<file path="src/rtl/uart_pkg.sv">
// rtl/uart_pkg.sv - shared UART parity codes, FSM state types and parity helper
package uart_pkg;

    localparam int UART_DATA_LENGTH = 8;

    localparam int UART_PARITY_NONE = 0;
    localparam int UART_PARITY_ODD  = 1;
    localparam int UART_PARITY_EVEN = 2;

    typedef enum logic [2:0] {
        TX_IDLE,
        TX_START,
        TX_DATA,
        TX_PARITY,
        TX_STOP
    } tx_state_t;

    typedef enum logic [2:0] {
        RX_IDLE,
        RX_START,
        RX_DATA,
        RX_PARITY,
        RX_STOP,
        RX_BREAK
    } rx_state_t;

    // Data is zero-extended to 9 bits; padding zeros do not change the XOR.
    function automatic logic parity_of(input logic [8:0] data, input int mode);
        return (mode == UART_PARITY_ODD) ? ~(^data) : (^data);
    endfunction

endpackage

</file>
<file path="src/rtl/uart_fifo.sv">
// rtl/uart_fifo.sv - synchronous show-ahead FIFO with full/empty flags
//  clk_i, rst_n_i        clock, asynchronous active-low reset
//  push_i, data_i        write request and data (ignored when full unless popping)
//  pop_i                 read request (ignored when empty)
//  data_o                head entry, zero when empty
//  full_o, empty_o       status flags
module uart_fifo #(
    parameter int W     = 8,
    parameter int DEPTH = 16
) (
    input  logic         clk_i,
    input  logic         rst_n_i,
    input  logic         push_i,
    input  logic [W-1:0] data_i,
    input  logic         pop_i,
    output logic [W-1:0] data_o,
    output logic         full_o,
    output logic         empty_o
);

    localparam int            AW      = $clog2(DEPTH);
    localparam logic [AW:0]   PTR_ONE = (AW + 1)'(1);

    logic [AW:0]  wr_q;
    logic [AW:0]  rd_q;
    logic [W-1:0] mem [DEPTH];
    logic         do_push;
    logic         do_pop;

    // Extra pointer MSB distinguishes full from empty when the indices match.
    assign empty_o = (wr_q == rd_q);
    assign full_o  = (wr_q[AW] != rd_q[AW]) && (wr_q[AW-1:0] == rd_q[AW-1:0]);

    // A pop frees the slot in the same cycle, so push into a full FIFO is
    // accepted when it coincides with a pop.
    assign do_pop  = pop_i && !empty_o;
    assign do_push = push_i && (!full_o || do_pop);

    always_ff @(posedge clk_i or negedge rst_n_i) begin
        if (!rst_n_i) begin
            wr_q <= '0;
            rd_q <= '0;
        end else begin
            if (do_push) wr_q <= wr_q + PTR_ONE;
            if (do_pop)  rd_q <= rd_q + PTR_ONE;
        end
    end

    always_ff @(posedge clk_i) begin
        if (do_push) mem[wr_q[AW-1:0]] <= data_i;
    end

    assign data_o = empty_o ? '0 : mem[rd_q[AW-1:0]];

endmodule

</file>
<file path="src/rtl/uart_core.sv">
// rtl/uart_core.sv - full-duplex UART with TX/RX FIFOs and integer baud divisor
//  clk_i, rst_n_i                      system clock, asynchronous active-low reset
//  rx_i, tx_o                          serial pads, idle high
//  tx_data_i, tx_data_v_i, tx_ready_o  byte stream into the TX FIFO
//  tx_busy_o                           TX FIFO non-empty or frame on the line
//  rx_data_o, rx_data_v_o, rx_ready_i  show-ahead byte stream out of the RX FIFO
//  parity_err_o, frame_err_o, overrun_o  one-cycle receive error pulses
module uart_core
    import uart_pkg::*;
#(
    parameter int DATA_W       = UART_DATA_LENGTH,
    parameter int CLKS_PER_BIT = 104,
    parameter int PARITY       = UART_PARITY_NONE,
    parameter int STOP_BITS    = 1,
    parameter int TX_DEPTH     = 16,
    parameter int RX_DEPTH     = 16
) (
    input  logic              clk_i,
    input  logic              rst_n_i,
    input  logic              rx_i,
    output logic              tx_o,
    input  logic [DATA_W-1:0] tx_data_i,
    input  logic              tx_data_v_i,
    output logic              tx_ready_o,
    output logic              tx_busy_o,
    output logic [DATA_W-1:0] rx_data_o,
    output logic              rx_data_v_o,
    input  logic              rx_ready_i,
    output logic              parity_err_o,
    output logic              frame_err_o,
    output logic              overrun_o
);

    localparam int              CW         = $clog2(CLKS_PER_BIT);
    localparam int              BW         = $clog2(DATA_W);
    localparam logic [CW-1:0]   CNT_LAST   = CW'(CLKS_PER_BIT - 1);
    localparam logic [CW-1:0]   CNT_HALF   = CW'(CLKS_PER_BIT / 2 - 1);
    localparam logic [CW-1:0]   CNT_ONE    = CW'(1);
    localparam logic [BW-1:0]   BIT_LAST   = BW'(DATA_W - 1);
    localparam logic [BW-1:0]   BIT_ONE    = BW'(1);
    localparam bit              HAS_PARITY = (PARITY != UART_PARITY_NONE);

    // Reset: asserts asynchronously, releases two clocks after rst_n_i rises.
    logic rst_meta_q;
    logic rst_n;

    always_ff @(posedge clk_i or negedge rst_n_i) begin
        if (!rst_n_i) begin
            rst_meta_q <= 1'b0;
            rst_n      <= 1'b0;
        end else begin
            rst_meta_q <= 1'b1;
            rst_n      <= rst_meta_q;
        end
    end

    // ---------------------------------------------------------------- TX
    tx_state_t         tx_state_q;
    tx_state_t         tx_state_d;
    logic [CW-1:0]     tx_cnt_q;
    logic [BW-1:0]     tx_bit_q;
    logic [DATA_W-1:0] tx_shift_q;
    logic              tx_par_q;
    logic              tx_stop_q;
    logic              tx_q;
    logic              tx_line_busy_q;
    logic              tx_tick;
    logic              tx_stop_last;
    logic              tx_pop;
    logic              tx_full;
    logic              tx_empty;
    logic [DATA_W-1:0] tx_head;

    uart_fifo #(.W(DATA_W), .DEPTH(TX_DEPTH)) u_tx_fifo (
        .clk_i   (clk_i),
        .rst_n_i (rst_n),
        .push_i  (tx_data_v_i),
        .data_i  (tx_data_i),
        .pop_i   (tx_pop),
        .data_o  (tx_head),
        .full_o  (tx_full),
        .empty_o (tx_empty)
    );

    assign tx_tick      = (tx_cnt_q == CNT_LAST);
    assign tx_stop_last = (STOP_BITS == 1) || tx_stop_q;

    always_comb begin
        tx_state_d = tx_state_q;
        tx_pop     = 1'b0;
        case (tx_state_q)
            TX_IDLE: begin
                if (!tx_empty) begin
                    tx_pop     = 1'b1;
                    tx_state_d = TX_START;
                end
            end
            TX_START: begin
                if (tx_tick) tx_state_d = TX_DATA;
            end
            TX_DATA: begin
                if (tx_tick && (tx_bit_q == BIT_LAST))
                    tx_state_d = HAS_PARITY ? TX_PARITY : TX_STOP;
            end
            TX_PARITY: begin
                if (tx_tick) tx_state_d = TX_STOP;
            end
            TX_STOP: begin
                // Chain straight into the next start bit when data is waiting.
                if (tx_tick && tx_stop_last) begin
                    if (!tx_empty) begin
                        tx_pop     = 1'b1;
                        tx_state_d = TX_START;
                    end else begin
                        tx_state_d = TX_IDLE;
                    end
                end
            end
            default: tx_state_d = TX_IDLE;
        endcase
    end

    always_ff @(posedge clk_i or negedge rst_n) begin
        if (!rst_n) begin
            tx_state_q     <= TX_IDLE;
            tx_cnt_q       <= '0;
            tx_bit_q       <= '0;
            tx_shift_q     <= '0;
            tx_par_q       <= 1'b0;
            tx_stop_q      <= 1'b0;
            tx_q           <= 1'b1;
            tx_line_busy_q <= 1'b0;
        end else begin
            tx_state_q <= tx_state_d;
            if (tx_pop) begin
                tx_cnt_q   <= '0;
                tx_bit_q   <= '0;
                tx_stop_q  <= 1'b0;
                tx_shift_q <= tx_head;
                tx_par_q   <= parity_of(9'(tx_head), PARITY);
            end else if (tx_state_q != TX_IDLE) begin
                tx_cnt_q <= tx_tick ? '0 : tx_cnt_q + CNT_ONE;
                if (tx_tick && (tx_state_q == TX_DATA)) begin
                    tx_shift_q <= tx_shift_q >> 1;
                    tx_bit_q   <= tx_bit_q + BIT_ONE;
                end
                if (tx_tick && (tx_state_q == TX_STOP)) tx_stop_q <= ~tx_stop_q;
            end
            // Line level is registered from the current state: one cycle of
            // latency on every bit, glitch-free output.
            case (tx_state_q)
                TX_START:  tx_q <= 1'b0;
                TX_DATA:   tx_q <= tx_shift_q[0];
                TX_PARITY: tx_q <= tx_par_q;
                default:   tx_q <= 1'b1;
            endcase
            tx_line_busy_q <= (tx_state_q != TX_IDLE);
        end
    end

    assign tx_o       = tx_q;
    assign tx_ready_o = !tx_full;
    assign tx_busy_o  = !tx_empty || (tx_state_q != TX_IDLE) || tx_line_busy_q;

    // ---------------------------------------------------------------- RX
    rx_state_t         rx_state_q;
    rx_state_t         rx_state_d;
    logic              rx_meta_q;
    logic              rx_sync_q;
    logic              rx_prev_q;
    logic [CW-1:0]     rx_cnt_q;
    logic [BW-1:0]     rx_bit_q;
    logic [DATA_W-1:0] rx_shift_q;
    logic              rx_par_q;
    logic              rx_tick;
    logic              rx_half;
    logic              rx_push;
    logic              rx_frame_bad;
    logic              rx_par_bad;
    logic              rx_pop;
    logic              rx_full;
    logic              rx_empty;

    always_ff @(posedge clk_i or negedge rst_n) begin
        if (!rst_n) begin
            rx_meta_q <= 1'b1;
            rx_sync_q <= 1'b1;
            rx_prev_q <= 1'b1;
        end else begin
            rx_meta_q <= rx_i;
            rx_sync_q <= rx_meta_q;
            rx_prev_q <= rx_sync_q;
        end
    end

    assign rx_tick = (rx_cnt_q == CNT_LAST);
    assign rx_half = (rx_cnt_q == CNT_HALF);

    always_comb begin
        rx_state_d   = rx_state_q;
        rx_push      = 1'b0;
        rx_frame_bad = 1'b0;
        case (rx_state_q)
            RX_IDLE: begin
                if (rx_prev_q && !rx_sync_q) rx_state_d = RX_START;
            end
            RX_START: begin
                // Line back high at mid start bit: a glitch, not a frame.
                if (rx_half) rx_state_d = rx_sync_q ? RX_IDLE : RX_DATA;
            end
            RX_DATA: begin
                if (rx_tick && (rx_bit_q == BIT_LAST))
                    rx_state_d = HAS_PARITY ? RX_PARITY : RX_STOP;
            end
            RX_PARITY: begin
                if (rx_tick) rx_state_d = RX_STOP;
            end
            RX_STOP: begin
                if (rx_tick) begin
                    if (rx_sync_q) begin
                        rx_push    = 1'b1;
                        rx_state_d = RX_IDLE;
                    end else begin
                        rx_frame_bad = 1'b1;
                        rx_state_d   = RX_BREAK;
                    end
                end
            end
            RX_BREAK: begin
                // Hold off until the line returns high so a break is one error.
                if (rx_sync_q) rx_state_d = RX_IDLE;
            end
            default: rx_state_d = RX_IDLE;
        endcase
    end

    always_ff @(posedge clk_i or negedge rst_n) begin
        if (!rst_n) begin
            rx_state_q <= RX_IDLE;
            rx_cnt_q   <= '0;
            rx_bit_q   <= '0;
            rx_shift_q <= '0;
            rx_par_q   <= 1'b0;
        end else begin
            rx_state_q <= rx_state_d;
            if ((rx_state_d != rx_state_q) || rx_tick ||
                (rx_state_q == RX_IDLE) || (rx_state_q == RX_BREAK))
                rx_cnt_q <= '0;
            else
                rx_cnt_q <= rx_cnt_q + CNT_ONE;
            if (rx_state_q == RX_IDLE) rx_bit_q <= '0;
            if ((rx_state_q == RX_DATA) && rx_tick) begin
                rx_shift_q <= {rx_sync_q, rx_shift_q[DATA_W-1:1]};
                rx_bit_q   <= rx_bit_q + BIT_ONE;
            end
            if ((rx_state_q == RX_PARITY) && rx_tick) rx_par_q <= rx_sync_q;
        end
    end

    uart_fifo #(.W(DATA_W), .DEPTH(RX_DEPTH)) u_rx_fifo (
        .clk_i   (clk_i),
        .rst_n_i (rst_n),
        .push_i  (rx_push),
        .data_i  (rx_shift_q),
        .pop_i   (rx_ready_i),
        .data_o  (rx_data_o),
        .full_o  (rx_full),
        .empty_o (rx_empty)
    );

    assign rx_pop       = rx_ready_i && !rx_empty;
    assign rx_data_v_o  = !rx_empty;
    assign rx_par_bad   = HAS_PARITY && (rx_par_q != parity_of(9'(rx_shift_q), PARITY));
    assign parity_err_o = rx_push && rx_par_bad;
    assign frame_err_o  = rx_frame_bad;
    assign overrun_o    = rx_push && rx_full && !rx_pop;

endmodule
</file>
<file path="config.mk">
export PLATFORM = sky130hd
export DESIGN_NAME = uart_core
export DESIGN_NICKNAME = d
export VERILOG_FILES = /design/src/rtl/uart_pkg.sv /design/src/rtl/uart_fifo.sv /design/src/rtl/uart_core.sv
export SDC_FILE = /design/constraint.sdc
export NUM_CORES = 1
export LEC_CHECK = 0
export CAP_MARGIN = 30
export CORE_UTILIZATION = 52
export DETAILED_ROUTE_END_ITERATION = 6
export PLACE_DENSITY = 0.81
export SYNTH_ARGS = -nofsm -noshare
export SYNTH_HDL_FRONTEND = slang
export SYNTH_SLANG_ARGS = --single-unit
</file>
<file path="constraint.sdc">
create_clock -name clk_i -period 2.79 [get_ports clk_i]
set_input_delay 0.837 -clock clk_i [delete_from_list [all_inputs] [get_ports clk_i]]
set_output_delay 0.837 -clock clk_i [all_outputs]
set_load 0.05 [all_outputs]
</file>
==> impl_results.md <==
- Status: complete, but fails checks
- Violated checks: negative setup slack
- Syn_area_per_cell: 17.4 um^2
- Synth cell types: 51
- Internal Pwr Total: 9.44 mW
- Detailed placer's ending HPWL: roughly 16000 um
- First-pass iteration count of the detailed router: 7
- Residual DRC count: 0
- Cell accounting for the most synthesized area: edfxtp_1
- Setup ws final: -0.603 ns
- Clk_skew: 0.0323 ns
- Syn-to-layout area delta: 19.1%
- Power, Total: 12.6 mW
- Switching Share: about a quarter
- DR WL/cell: ~21 um
- Clock transition at the registers of the reported paths: 0.06 ns
- Cell Pwr Density: roughly 800 nW/um^2
- Data arrival time of the worst path: 2.56 ns
- CTS tree: done
- Final critical-path share of the clock period: 122%
- Synth area leaders: edfxtp_1, dfrtp_1, mux4_2, mux4_1, xnor2_1
- CTS buffer count: 34
- I/O Pins: 28
- Synth top area share: around 57%
- CP max stage delay: 0.54 ns
- Layout fillers: about 1700
- Gr usage total: between 20% and 30%
- Fin. max-slew vios: 0
- Placed cell areas: 14600 um^2
- Post-route ant nets: 0
- Clk pwr share: 36.5%
- Setup crit end kind: primary output
- Worst-Margin Slew: 0.843 ns
- RSZ-0062 raised after global routing: true
- Overall routed net length: about 26000 um
- Mapped Area: 13500 um^2
- RD Place Congestion: 0.799
- CP max-delay cell: mux4_2
- Critical path cell sequence: buf_6 -> buf_12 -> mux4_2 -> mux4_2 -> nor2b_4 -> buf_6
- Max Cap Viol: 0
- Drt initial violations: 644
- CP max FO: 6
- Fmax: 295 MHz
- Share of layout cells above drive strength 1: 29.4%
- Final instance area: 16100 um^2
- Slew headroom: 43.8%
- Full die area: around 27000 um^2
- Utilization after layout: 63.5%
- Leakage: 6.00 nW
- Critical path class: register to primary output
- Post-CTS Hold Buffers: 0
- Syn Nets: 806
- DR vias: 7112
- Combinational share of power: 18.6%
- Cells after synthesis: 777
- FF+latch count, synth: 326
- CP startpoint kind: register
- Worst EP required: 1.95 ns
- Std cell rows: 58
- Post-route non-filler standard cell count: 1243
- Initial antenna violation count: 0
- CTS sink count: 326
- Gr ovfl total: 0
- Synth cell count leaders: edfxtp_1, dfrtp_1, mux4_2
- Post-synth ARST share: between 20 and 25%
- CTS root buffer: clkbuf_16
- CTS Buffer Depth: 3
- Sequential-to-total area share from yosys stat: 70.0%
- Yosys warnings: 0
- Insertion delay of the later-clocked pin in the worst-skew pair: 0.53 ns
- Number of synthesized flops with an enable pin: 256
- H-tree levels: 2
- Flop pwr share: 44.9%
- Hold Fails Final Rpt: 0
- First-pass GRT wire length: 41500 um
- Placed Instances: 1163
- Ant. Diodes: 0
- Die Wd: between 150 and 200 um
- Vias in the first global route: 7568
- Post-synth top flop: edfxtp_1
- Die extent in y: about 160 um
- Nets: 917
- Core Box Area: 25300 um^2
- Vias per cell: 5.72
- Maximum vdd ir drop: 0.000800 V
- Setup TNS: -5.51 ns
- # port buffers: 26
- Final setup violation count: 11
- Hold Crit Class: register to register
- Switching Power: between 3 and 4 mW
- Initial Util: 53.3%
- Final min period: between 3 and 4 ns
- Pin count of the biggest net entering global routing: 39
- Most frequent cell after synthesis: edfxtp_1
[routing by layer]
layer	GRT usage, %	share of wire (%)	up-vias
li1	-	-	3221
met1	25.7	40	3650
met2	37.3	53	188
met3	3.89	4.6	53
met4	6.84	2.5	0
met5	0	0	-
[placed cells by master, fill, tap and decap left out, types with 10 or more instances in the layout]
master / instances
edfxtp_1: 256
buf_4: 78
mux4_2: 63
dfrtp_1: 61
nand2_1: 45
nor2_1: 41
clkbuf_16: 35
xnor2_1: 25
o21ai_0: 24
mux2i_1: 22
nor3_1: 17
a21oi_1: 16
xor2_1: 15
nand3_1: 14
ha_1: 14
mux2_2: 13
clkdlybuf4s50_1: 13
buf_6: 13
inv_1: 10
[power groups by stage]
stage / registers [mW] / clock network, mW / logic, mW
CTS: 5.66 / 4.68 / 2.35
finish: 5.66 / 4.60 / 2.35
floorplan: 5.70 / 0 / 1.39
detailed placement: 5.77 / 0 / 1.93
global placement: 5.75 / 0 / 1.89
global route: 5.69 / 4.87 / 2.51
[area by class of cell]
cell class	instances	area, um^2	share of cell area (%)
tap	330	413	2.57
clock buffer	39	891	5.54
timing repair buffer	116	1110	6.92
inverter	10	37.5	0.233
multi-input combinational	400	3920	24.4
clock inverter	22	250	1.56
sequential	326	9450	58.8
[final timing paths]
path	startpoint	end	slack (ns)	cells after the start
worst max-delay path	u_rx_fifo.rd_q[0]	rx_data_o[3]	-0.60	6
max in group asynchronous	rst_n	tx_o	1.58	1
worst max register to register	u_tx_fifo.rd_q[1]	tx_par_q	0.15	9
worst min-delay path	rst_meta_q	rst_n	0.35	0
worst min register to register	rst_meta_q	rst_n	0.35	0
min in group asynchronous	rst_n	u_rx_fifo.rd_q[0]	0.37	0
[through the flow]
step                      setup slack, ns  hold slack (ns)
after global routing               -0.671            0.358
after global placement             -0.117            0.335
after detailed placement           -0.143            0.336
after floorplan                   -0.0640            0.331
after CTS                          -0.592            0.349
final                              -0.603            0.348
[worst max-delay path: cells and delay by family, from the launching register on]
kind                   cells  cell delay (ns)
AND/OR/NAND/NOR            1             0.14
flip-flops                 1             0.42
multiplexers               2             1.03
buffers and inverters      3             0.43
[flip-flops by register name, summed over array words and instances (netlist names), 3 cells and up]
| name | cells |
|---|---|
| tx_bit_q | 3 |
| tx_cnt_q | 7 |
| tx_state_q | 3 |
| rx_state_q | 3 |
| rx_cnt_q | 7 |
| tx_shift_q | 8 |
| u_rx_fifo.rd_q | 5 |
| rx_bit_q | 3 |
| u_rx_fifo.wr_q | 5 |
| u_tx_fifo.rd_q | 5 |
| u_tx_fifo.wr_q | 5 |
| rx_shift_q | 8 |
| u_tx_fifo.mem | 128 |
| u_rx_fifo.mem | 128 |
[cell families (layout without fill, tap and decap cells)]
group / after synthesis / after routing / synth area share, %
muxes: 107 / 107 / 15.0
DFF: 326 / 326 / 70.0
and+or+nand+nor: 167 / 167 / 5.89
buffers and inverters: 51 / 187 / 1.79
AOI/OAI and AO/OA: 66 / 66 / 2.99
xor gates and xnor gates: 42 / 42 / 2.83
other: 2 / 2 / 0.0557
adders and majority gates: 16 / 16 / 1.48
[what timing repair did]
action / in CTS / in global routing
buffers inserted: 13 / 4
gates cloned: 2 / 0
pin swaps: 6 / 4
setup endpoints to repair: 13 / 173
gates resized for setup: 34 / 9
Power figures use the tool's default switching activity.
